File: config.mk
export PLATFORM = sky130hd
export DESIGN_NAME = multimode_counter
export DESIGN_NICKNAME = d
export VERILOG_FILES = /design/src/rtl/multimode_counter.sv
export SDC_FILE = /design/constraint.sdc
export NUM_CORES = 1
export LEC_CHECK = 0
export ABC_AREA = 1
export ABC_CLOCK_PERIOD_IN_PS = 2300
export BUFFER_PORTS_ARGS = -buffer_cell sky130_fd_sc_hd__buf_2
export CORE_MARGIN = 10
export CORE_UTILIZATION = 40
export CTS_BUF_LIST = sky130_fd_sc_hd__clkbuf_2 sky130_fd_sc_hd__clkbuf_4 sky130_fd_sc_hd__clkbuf_8
export DETAILED_ROUTE_END_ITERATION = 8
export PLACE_DENSITY = 0.73
export SYNTH_ARGS = -nofsm -noshare
export SYNTH_HDL_FRONTEND = slang
export SYNTH_SLANG_ARGS = --single-unit
File: constraint.sdc
create_clock -name clk -period 2.3 [get_ports clk]
set_clock_uncertainty 0.05 [all_clocks]
set_input_delay 0.23 -clock clk [delete_from_list [all_inputs] [get_ports clk]]
set_output_delay 0.23 -clock clk [all_outputs]
set_load 0.01 [all_outputs]
File: src/rtl/multimode_counter.sv
// rtl/multimode_counter.sv - bounded up/down counter with wrap/saturate, load clamp and oneshot halt
//
// Purpose:
//   Counts between MIN and MAX in either direction. At a bound the counter
//   either wraps (SATURATE=0, pulsing carry for one cycle) or holds
//   (SATURATE=1). In oneshot mode it stops on the terminal value and parks
//   in HALT until a load or reset.
//
// Ports:
//   clk      in   clock, all state changes on the rising edge
//   reset_n  in   asynchronous active-low reset
//   ce       in   count enable
//   up       in   direction, 1 = up, 0 = down
//   load     in   synchronous load strobe (highest priority after reset)
//   preset   in   load value, clamped into MIN..MAX
//   oneshot  in   halt at the terminal value instead of wrapping
//   out      out  registered count value
//   tc       out  combinational terminal-count flag for the current direction
//   carry    out  registered one-cycle wrap pulse
//   done     out  registered, high while halted

module multimode_counter #(
  parameter int               WIDTH    = 8,
  parameter logic [WIDTH-1:0] MAX      = {WIDTH{1'b1}},
  parameter logic [WIDTH-1:0] MIN      = '0,
  parameter int               SATURATE = 0
) (
  input  logic             clk,
  input  logic             reset_n,
  input  logic             ce,
  input  logic             up,
  input  logic             load,
  input  logic [WIDTH-1:0] preset,
  input  logic             oneshot,
  output logic [WIDTH-1:0] out,
  output logic             tc,
  output logic             carry,
  output logic             done
);

  typedef enum logic {
    ST_RUN  = 1'b0,
    ST_HALT = 1'b1
  } state_t;

  localparam bit WRAP_MODE = (SATURATE == 0);

  state_t           r_state;
  logic [WIDTH-1:0] r_out;
  logic             r_carry;
  logic             r_done;

  state_t           w_next_state;
  logic [WIDTH-1:0] w_next_out;
  logic             w_next_carry;

  logic [WIDTH-1:0] w_term;
  logic             w_at_term;
  logic [WIDTH-1:0] w_wrap_val;
  logic [WIDTH-1:0] w_step_val;
  logic             w_preset_above;
  logic             w_preset_below;
  logic [WIDTH-1:0] w_preset_clamped;

  // Clamp comparisons are only built when the bound can actually be crossed;
  // a full-range bound would otherwise become a constant-false compare.
  if (MAX == {WIDTH{1'b1}}) begin : g_max_full
    assign w_preset_above = 1'b0;
  end else begin : g_max_part
    assign w_preset_above = (preset > MAX);
  end

  if (MIN == '0) begin : g_min_zero
    assign w_preset_below = 1'b0;
  end else begin : g_min_part
    assign w_preset_below = (preset < MIN);
  end

  assign w_preset_clamped = w_preset_above ? MAX :
                            w_preset_below ? MIN : preset;

  // Terminal value follows the live direction input, so a direction change
  // is seen on the very next enabled edge.
  assign w_term     = up ? MAX : MIN;
  assign w_at_term  = (r_out == w_term);
  assign w_wrap_val = up ? MIN : MAX;
  assign w_step_val = up ? (r_out + 1'b1) : (r_out - 1'b1);

  always_comb begin
    w_next_state = r_state;
    w_next_out   = r_out;
    w_next_carry = 1'b0;

    if (load) begin
      w_next_out   = w_preset_clamped;
      w_next_state = ST_RUN;
    end else if ((r_state == ST_RUN) && ce) begin
      if (oneshot && w_at_term) begin
        // Already sitting on the terminal value: stop here, never wrap.
        w_next_state = ST_HALT;
      end else if (w_at_term) begin
        if (WRAP_MODE) begin
          w_next_out   = w_wrap_val;
          w_next_carry = 1'b1;
        end
      end else begin
        w_next_out = w_step_val;
        if (oneshot && (w_step_val == w_term)) begin
          w_next_state = ST_HALT;
        end
      end
    end
  end

  always_ff @(posedge clk or negedge reset_n) begin
    if (!reset_n) begin
      r_state <= ST_RUN;
      r_out   <= MIN;
      r_carry <= 1'b0;
      r_done  <= 1'b0;
    end else begin
      r_state <= w_next_state;
      r_out   <= w_next_out;
      r_carry <= w_next_carry;
      r_done  <= (w_next_state == ST_HALT);
    end
  end

  assign out   = r_out;
  assign tc    = w_at_term;
  assign carry = r_carry;
  assign done  = r_done;

endmodule

==> impl_metrics.csv <==
group,metric,value,unit
timing,max-slew-margin-rel,79.1,%
routing,detail_route.first_pass.iterations,4,
global_route,grt_overflow_total,0,
min_path,min_delay_worst_endpoint,"carry",
timing,report.final.slew_viol_count,0,
timing,worst-slew-pin-transition,0.314,ns
worst_setup_path,worst-r2r-setup-slack,0.28,ns
worst_setup_path,cpPeakStageDelay,0.46,ns
synth,postSynthAreaPerCell,6.84,um^2
clocking,clk_pin_slew,0.07,ns
floorplanning,fp.dieW,70.8,um
worst_setup_path,crit_path_cell_trace,"ha_1 > nand2_2 > nor3_4 > nand3_4 > inv_4 > buf_2",
global_route,combined_global_route_utilization_of_all_metal_layers,10.6,%
placement,last_weighted_congestion_value_of_the_routability_driven_placer,0.919,
worst_setup_path,r2r.worst_path.cells,11,
run_status,run_status,"complete, no violations",
worst_setup_path,timing.critical_path.arrival,1.80,ns
floorplanning,io-pin-count,25,
floorplanning,die_height,70.8,um
floorplanning,floorplan.initialDensity,41.7,%
clocking,tritoncts_num_sinks,10,
clocking,tritoncts_clock_tree,"done",
clocking,post_cts.repair.setup_buffers,0,
routing,remaining_antenna_violation_count,0,
clocking,cts_buffers,3,
worst_setup_path,worst_path_max_delay_cell,"sky130_fd_sc_hd__dfrtp_1",
final_layout,area.growth.synth_to_final,18.6,%
clocking,cts_repair_resize_count,0,
final_layout,fin_nets,201,
floorplanning,area_of_the_die,5020,um^2
timing,finalSetupViolCount,0,
min_path,worstHoldStart,"oneshot",
timing,rsz0062_at_grt,"no",
worst_setup_path,worstReg2RegStart,"out[1]",
final_layout,multi_input_comb_area,689,um^2
worst_setup_path,critical_path_start_end_classification,"flip-flop to output pin",
timing,fmax,0.481,GHz
routing,detailroute.via_count,1067,
final_layout,nFillCells,253,
clocking,h-tree-depth,1,
floorplanning,fp.coreArea,2480,um^2
placement,io_buffer_count,24,
worst_setup_path,r2r-end,"out[5]",
placement,detailed_place_hpwl,2290,um
final_layout,antenna_cells_inserted,0,
timing,timing_hold_violations_final,0,
routing,post_drt_via_cell_ratio,5.11,
routing,wire_per_inst,12.9,um
timing,period_share,90.4,%
pwr,max-vdd-ir-drop,0.507,mV
min_path,worstHoldPathCells,2,
routing,detail_route.drc_violations,0,
floorplanning,placementRows,18,
worst_setup_path,crit_required,2.02,ns
synth,seq_area_frac_synth,24.2,%
worst_setup_path,worst_path_maximum_fanout,7,
flow_run,timing.max_cap.violations,0,
clocking,clock-root-buffer,"sky130_fd_sc_hd__clkbuf_4",
final_layout,post_route_cells_drive_above_1_share,26.3,%
synth,ys.warnings.count,0,
worst_setup_path,critical_path.startpoint_type,"flip-flop",
pwr,power_density,791,nW/um^2
synth,synth-seq-cells,10,
synth,syn-instance-count,151,
routing,drt-total-wl,2690,um
timing,fin_crit,2.08,ns
routing,drt_first_iter_violations,61,
final_layout,final_util,49.5,%
clocking,clock_tree_buffer_depth,2,
final_layout,layout.area.seq,250,um^2
global_route,number_of_antenna_violations_at_the_first_check_in_global_routing,0,
global_route,grt_max_degree,11,
synth,synthDistinctLibCells,30,
global_route,global_route_wire_length_before_repair,4510,um
clocking,insertion_delay,0.27,ns
min_path,timing.hold.worst.class,"primary input to flip-flop",
synth,synthesis.area,1030,um^2
global_route,grt_pass1_vias,1003,
pwr,p_leak,0.667,nW
worst_setup_path,critPathCaptureType,"output pin",
synth,synth.net_count,172,
clocking,holdBufCountCts,1,
timing,setup_total_negative_slack,0,ns
## worst max-delay path: cells and delay by family, from the launching register on
kind	cells	cell delay [ns]
buf+inv	2	0.26
fa+ha+maj	1	0.35
simple gates	3	0.46
flops	1	0.46
## cell families (layout without fill, tap and decap cells)
kind of cell    after synthesis  in the layout  share of synthesized area [%]
compound gates               25             25                           14.2
xor+xnor                      5              5                           4.96
fa+ha+maj                     7              7                           9.20
buf+inv                      20             48                           9.08
flops                        10             10                           24.2
simple gates                 84             84                           38.4
## cells in the mapped netlist, drive strengths merged
library cell / number / area (um^2)
or2: 2 / 12.5
fa: 1 / 20.0
nand3b: 1 / 7.51
o22ai: 5 / 31.3
o21ai: 10 / 50.0
dfrtp: 10 / 250
nor4: 1 / 6.26
a21oi: 10 / 65.1
xnor2: 2 / 17.5
buf: 2 / 18.8
xor2: 3 / 33.8
nor3: 1 / 16.3
nor2: 14 / 62.6
ha: 6 / 75.1
inv: 18 / 75.1
nand2: 51 / 204
nand3: 14 / 87.6
## layer usage
metal | track usage (%) | vias up | wire [um]
met1 | 13.2 | 482 | 1210
li1 | - | 547 | -
met5 | 0 | - | 0
met2 | 17.4 | 34 | 1270
met4 | 3.87 | 0 | 40
met3 | 2.23 | 4 | 172
## layout by cell type, fill, tap and decap left out, drive strengths merged, types with 2 or more instances in the layout
| cell type | n |
|---|---|
| buf | 25 |
| dfrtp | 10 |
| nand2 | 51 |
| xor2 | 3 |
| xnor2 | 2 |
| o21ai | 10 |
| clkbuf | 4 |
| a21oi | 10 |
| o22ai | 5 |
| nand3 | 14 |
| inv | 18 |
| ha | 6 |
| nor2 | 14 |
| or2 | 2 |
## cell type report
| cell class | count | area share [%] |
|---|---|---|
| flip-flops and latches | 10 | 20.4 |
| well taps | 30 | 3.06 |
| inverters | 18 | 6.12 |
| multi-input cells | 121 | 56.2 |
| clock buffers | 4 | 2.96 |
| repair buffers | 26 | 11.2 |
## how the worst max path moves through the flow
| stage | start | depth (start not counted) | to | slack, ns |
|---|---|---|---|---|
| final | out[1] | 6 | tc | 0.22 |
| after global routing | out[5] | 14 | done | 0.05 |
| after floorplan | up | 15 | done | 0.44 |
| after detailed placement | up | 16 | done | 0.11 |
| after global placement | up | 15 | done | 0.19 |
| after CTS | out[2] | 6 | tc | 0.21 |
## power breakdown
group          switching (mW)  internal (mW)  total [mW]  leakage, nW
sequential             0.0383          0.208       0.246        0.121
combinational           0.347          0.216       0.563        0.525
clock                  0.0652         0.0962       0.161       0.0210
total                   0.451          0.520       0.970        0.667
## registers in the layout, indices dropped and copies added, names as in the netlist
signal / count
out: 8
carry: 1
done: 1
## through the flow
stage          power (mW)  worst slack, ns  hold WS, ns  cell area [um^2]  cells
2_1_floorplan       0.662            0.442       -0.116              1030    151
3_3_place_gp        0.788            0.187       0.0512              1180    204
3_5_place_dp        0.806            0.106       0.0574              1180    204
4_1_cts             0.971            0.214        0.108              1230    209
5_1_grt              1.06           0.0482        0.115              1230    209
6_report            0.970            0.222        0.115              1230    209
Note: power is estimated with default switching activity, not from simulation.
